===== src/rtl/seg7_scan_ctrl.sv =====
// Four-digit multiplexed 7-segment scan controller: digit sequencing with guard band,
// leading-zero blanking and frame-aligned (tear-free) commits of a shadowed value.
module seg7_scan_ctrl #(
    parameter int CLK_DIV   = 100000,
    parameter int GUARD_CYC = 16
) (
    input  logic        clk,
    input  logic        reset_n,
    input  logic        enable,
    input  logic        load,
    input  logic [15:0] value,
    input  logic [3:0]  dp_in,
    input  logic        lz_en,
    output logic [3:0]  hex,
    output logic        dp_n,
    output logic [3:0]  anodes,
    output logic [1:0]  digit_idx,
    output logic        frame_done
);

    localparam int MAX_CYC = (CLK_DIV > GUARD_CYC) ? CLK_DIV : GUARD_CYC;
    localparam int CNT_W   = $clog2(MAX_CYC + 1);

    typedef enum logic [1:0] {
        ST_OFF   = 2'd0,
        ST_GUARD = 2'd1,
        ST_DRIVE = 2'd2
    } state_t;

    state_t             state_q, state_d;
    logic [CNT_W-1:0]   cnt_q, cnt_d;
    logic [1:0]         idx_d;
    logic               commit;

    logic [15:0]        shadow_val, disp_val, disp_val_d;
    logic [3:0]         shadow_dp, disp_dp, disp_dp_d;
    logic               pending;

    logic [15:0]        upper;
    logic               blank;
    logic [3:0]         hex_d, anodes_d;
    logic               dp_n_d;

    // Next-state sequencing; enable low wins from any state.
    always_comb begin
        state_d = state_q;
        idx_d   = digit_idx;
        cnt_d   = cnt_q;
        commit  = 1'b0;
        if (!enable) begin
            state_d = ST_OFF;
            idx_d   = 2'd0;
            cnt_d   = '0;
        end else begin
            case (state_q)
                ST_OFF: begin
                    state_d = ST_GUARD;
                    idx_d   = 2'd0;
                    cnt_d   = '0;
                    commit  = 1'b1;
                end
                ST_GUARD: begin
                    if (cnt_q == CNT_W'(GUARD_CYC - 1)) begin
                        state_d = ST_DRIVE;
                        cnt_d   = '0;
                    end else begin
                        cnt_d = cnt_q + 1'b1;
                    end
                end
                ST_DRIVE: begin
                    if (cnt_q == CNT_W'(CLK_DIV - 1)) begin
                        state_d = ST_GUARD;
                        cnt_d   = '0;
                        idx_d   = digit_idx + 2'd1;
                        commit  = (digit_idx == 2'd3);
                    end else begin
                        cnt_d = cnt_q + 1'b1;
                    end
                end
                default: begin
                    state_d = ST_OFF;
                    idx_d   = 2'd0;
                    cnt_d   = '0;
                end
            endcase
        end
    end

    // Outputs are computed from the post-edge view so all three land on one edge.
    always_comb begin
        disp_val_d = (commit && pending) ? shadow_val : disp_val;
        disp_dp_d  = (commit && pending) ? shadow_dp  : disp_dp;
        upper      = disp_val_d >> {idx_d, 2'b00};
        blank      = lz_en && (idx_d != 2'd0) && (upper == 16'd0);
        hex_d      = 4'd0;
        dp_n_d     = 1'b1;
        anodes_d   = 4'b1111;
        if (state_d != ST_OFF) begin
            hex_d  = upper[3:0];
            dp_n_d = !(disp_dp_d[idx_d] && !blank);
        end
        if (state_d == ST_DRIVE && !blank) begin
            anodes_d = ~(4'b0001 << idx_d);
        end
    end

    always_ff @(posedge clk or negedge reset_n) begin
        if (!reset_n) begin
            state_q    <= ST_OFF;
            cnt_q      <= '0;
            digit_idx  <= 2'd0;
            frame_done <= 1'b0;
            shadow_val <= 16'd0;
            shadow_dp  <= 4'd0;
            disp_val   <= 16'd0;
            disp_dp    <= 4'd0;
            pending    <= 1'b0;
            hex        <= 4'd0;
            dp_n       <= 1'b1;
            anodes     <= 4'b1111;
        end else begin
            state_q    <= state_d;
            cnt_q      <= cnt_d;
            digit_idx  <= idx_d;
            frame_done <= commit;
            disp_val   <= disp_val_d;
            disp_dp    <= disp_dp_d;
            hex        <= hex_d;
            dp_n       <= dp_n_d;
            anodes     <= anodes_d;
            // A load coinciding with a commit keeps pending set for the next frame.
            if (load) begin
                shadow_val <= value;
                shadow_dp  <= dp_in;
                pending    <= 1'b1;
            end else if (commit) begin
                pending <= 1'b0;
            end
        end
    end

endmodule


===== config.mk =====
export PLATFORM = sky130hd
export DESIGN_NAME = seg7_scan_ctrl
export DESIGN_NICKNAME = d
export VERILOG_FILES = /design/src/rtl/seg7_scan_ctrl.sv
export SDC_FILE = /design/constraint.sdc
export NUM_CORES = 1
export LEC_CHECK = 0
export ABC_AREA = 1
export BUFFER_PORTS_ARGS = -buffer_cell sky130_fd_sc_hd__buf_2
export CAP_MARGIN = 5
export CELL_PAD_IN_SITES_DETAIL_PLACEMENT = 0
export CELL_PAD_IN_SITES_GLOBAL_PLACEMENT = 1
export CORE_MARGIN = 2
export CORE_UTILIZATION = 25
export DETAILED_ROUTE_END_ITERATION = 10
export GPL_ROUTABILITY_DRIVEN = 0
export PLACE_DENSITY_LB_ADDON = 0.1
export SKIP_CTS_REPAIR_TIMING = 1
export SYNTH_ARGS = -nofsm -noshare
export SYNTH_HDL_FRONTEND = slang
export SYNTH_SLANG_ARGS = --single-unit

===== constraint.sdc =====
create_clock -name clk -period 2.4 [get_ports clk]
set_input_delay 0.48 -clock clk [delete_from_list [all_inputs] [get_ports clk]]
set_output_delay 0.48 -clock clk [all_outputs]
set_load 0.05 [all_outputs]

==> flow_summary.ini <==
[logic_synthesis]
netlist.top_cell.by_area = dfrtp_1
yosysUniqueCellTypes = 34
async_reset_ff_share_pct = 100
syn_inst = 423
ys_warn_count = 0
synth_fp_nets = 454
synth.cell_area_um2 = 3520
synth_edf_count = 0
synth_area_leaders = dfrtp_1 48%, nand2_1 13%, inv_1 6.0%
yosys_most_used_dff = dfrtp_1
synth_area_per_cell_um2 = 8.32
synth_seq_area_share_pct = 51.4
synth-seq-cells = 72
synth_top_area_share_pct = 47.6

[floorplan]
start_util_pct = 25.5
die_height_um = 123
core_area_um2 = 13800
rows = 43
dieArea_um2 = 15000
io_pins = 37
die_width_um = 123

[setup_path]
path_cells = ha_2 -> nand2_1 -> inv_2 -> nand2_4 -> nor2_1 -> nand2_1 -> nand2_2 -> nand2_2 -> nand2_1 -> nand2_2 -> nand2_4 -> nand2_2 -> inv_4 -> nand2_1 -> nand2_1 -> a21oi_2 -> nand2_1 -> nor2_2 -> nand3_4 -> nand3_2
path_max_fanout = 5
cpMostUsedCell = nand2_1
worst_setup_path_end_kind = register
timing.rr.start = cnt_q[0]$_DFF_PN0_
critPathLaunch = cnt_q[0]$_DFF_PN0_
cp.buffers_inverters = 2
slowest_stage = dfrtp_1
critPathRequiredTime_ns = 2.68
critPathLaunchType = register
cpPeakStageDelay_ns = 0.38
cp_top_family = simple AND/OR/NAND/NOR gates
crit_type = reg -> reg
worstPathArrival_ns = 2.51

[detailed_routing]
via_per_inst = 4.21
vias = 2838
postRouteAntennaNets = 0
drtPass1Iterations = 5
drt-total-wl_mm = 9.15
drc = 0
routedWlPerCell_um = 13.6
drt_iter0_drc = 142

[finish]
drive_gt1_share_pct = 28.7
stdcell_count = 674
fillers = 1466
fin_nets = 520
most-common-layout-cells = 109 x nand2_1, 67 x dfrtp_1, 55 x inv_1
synthToLayoutAreaGrowth_pct = 31.7
layout_commonest_cell = nand2_1
fin_area_um2 = 4640
insertedDiodeCount = 0

[global_route]
grt_pass1_wl_mm = 15.0
grtUsageTotal_pct = 13.2
antenna_found_initial = 0
grt_pass1_vias = 2883
grt_overflow_total = 0
grt_start_max_net_pins = 44

[clock_network]
cts_max_path_buffers = 2
path_clk_slew_ns = 0.06
cts_buffers = 9
cts_tree = built
clockRootBuffer = clkbuf_16
h-tree-depth = 3
clkSinkCount = 72
clk_latency_ns = 0.34

[sta]
slew_headroom_pct = 72.0
finalSetupTns_ns = 0
clock_skew_ns = 0.00617
hold_viol = 0
period_share_pct = 92.9
finalSetupViolCount = 0
period_needed_ns = 2.23
setup_slack_ns = 0.171
worst_slew_pin_slew_ns = 0.420
drv_slew = 0
rsz0062_at_grt = true
fmax_mhz = 449

[min_path]
hp-class = in -> async

[flow_run]
cap_violations = 0

[power]
ir_worst_vdd_mv = 0.264
p_leak_nw = 2.31
total_power_w = 0.00332
power.share.combinational_pct = 14.3
power_frac_seq_pct = 41.1
clockPowerShare_pct = 44.7
powerDensity_nw_per_um2 = 717
p_sw_share_pct = 26.8
switching_power_w = 0.000892
internal_power_w = 0.00243

[run_status]
status = finished, final reports clean

[place]
dp.cells = 648
dp_slack_ns = 0.0483
io_buffers = 36
place_area_um2 = 4000
hpwl_mm = 6.43
-- area by class of cell --
type | instances | area [um2] | area share (%)
clock inverters | 6 | 91.3 | 1.97
well taps | 180 | 225 | 4.86
clock buffers | 10 | 239 | 5.15
multi-input cells | 279 | 1570 | 33.8
repair buffers | 67 | 479 | 10.3
inverters | 60 | 228 | 4.91
flip-flops and latches | 72 | 1810 | 39.0
-- sequential cells by signal (all words and copies together), names as in the netlist --
register and cells:
cnt_q 17, state_q 2, frame_done 1, hex 4, shadow_dp 4, pending 1
dp_n 1, digit_idx 2, shadow_val 16, disp_dp 4, disp_val 16, anodes 4
-- cell families (layout without fill, tap and decap cells) --
logic type               count (synthesis)  count (layout)  share of synthesized area [%]
XOR/XNOR                                 6               6                           1.49
adder cells (fa/ha/maj)                  6               6                           2.13
buffers and inverters                   74             143                           9.49
flip-flops                              72              72                           51.4
AND/OR/NAND/NOR                        226             228                           29.4
AO/OA/AOI/OAI                           39              39                           6.11
-- per-stage QoR --
stage	hold WS [ns]	utilization, %
floorplan	0.184	-
global placement	0.449	29.0
detailed placement	0.445	29.0
CTS	0.0762	31.3
global route	0.0988	33.5
finish	0.0683	33.5
-- synth_stat cells (2+ instances only) --
cell	number
dfrtp_1	67
ha_1	6
nand3_1	24
nor3b_1	4
dfstp_2	5
o21ai_0	21
nor2_1	32
nor2_2	5
buf_6	4
o21ai_1	2
nand4_1	21
and2_1	3
inv_1	56
clkbuf_1	8
nand2_1	118
xor2_1	5
nor4_1	2
nand2_2	9
o21a_1	3
a21oi_1	9
nor3_1	4
inv_2	3
-- metal layers --
| metal | vias to the layer above | share of wire, % | wire length, um | track usage, % |
|---|---|---|---|---|
| met4 | 0 | 2.0 | 179 | 6.25 |
| met5 | - | 0 | 0 | 0 |
| met1 | 1305 | 52 | 4760 | 19.3 |
| met2 | 41 | 43 | 3940 | 18.7 |
| li1 | 1483 | - | - | - |
| met3 | 9 | 3.0 | 278 | 2.60 |
-- final timing paths --
path / to / slack (ns) / cells past startpoint
worst max-delay path: dp_n$_DFF_PN1_ / 0.17 / 20
worst min-delay path: cnt_q[12]$_DFF_PN0_ / 0.07 / 1
worst max register to register: dp_n$_DFF_PN1_ / 0.17 / 20
worst min register to register: disp_val[3]$_DFF_PN0_ / 0.47 / 2
max in group asynchronous: disp_val[4]$_DFF_PN0_ / 1.75 / 2
min in group clk: shadow_val[14]$_DFFE_PN0P_ / 0.34 / 3
-- power groups by stage --
stage	sequential (W)	clock, W	combinational [W]
floorplan	0.00141	0	0.000258
global placement	0.00139	0	0.000416
detailed placement	0.00138	0	0.000418
CTS	0.00136	0.00154	0.000419
global route	0.00138	0.00159	0.000548
finish	0.00137	0.00148	0.000474
Power figures use the tool's default switching activity.
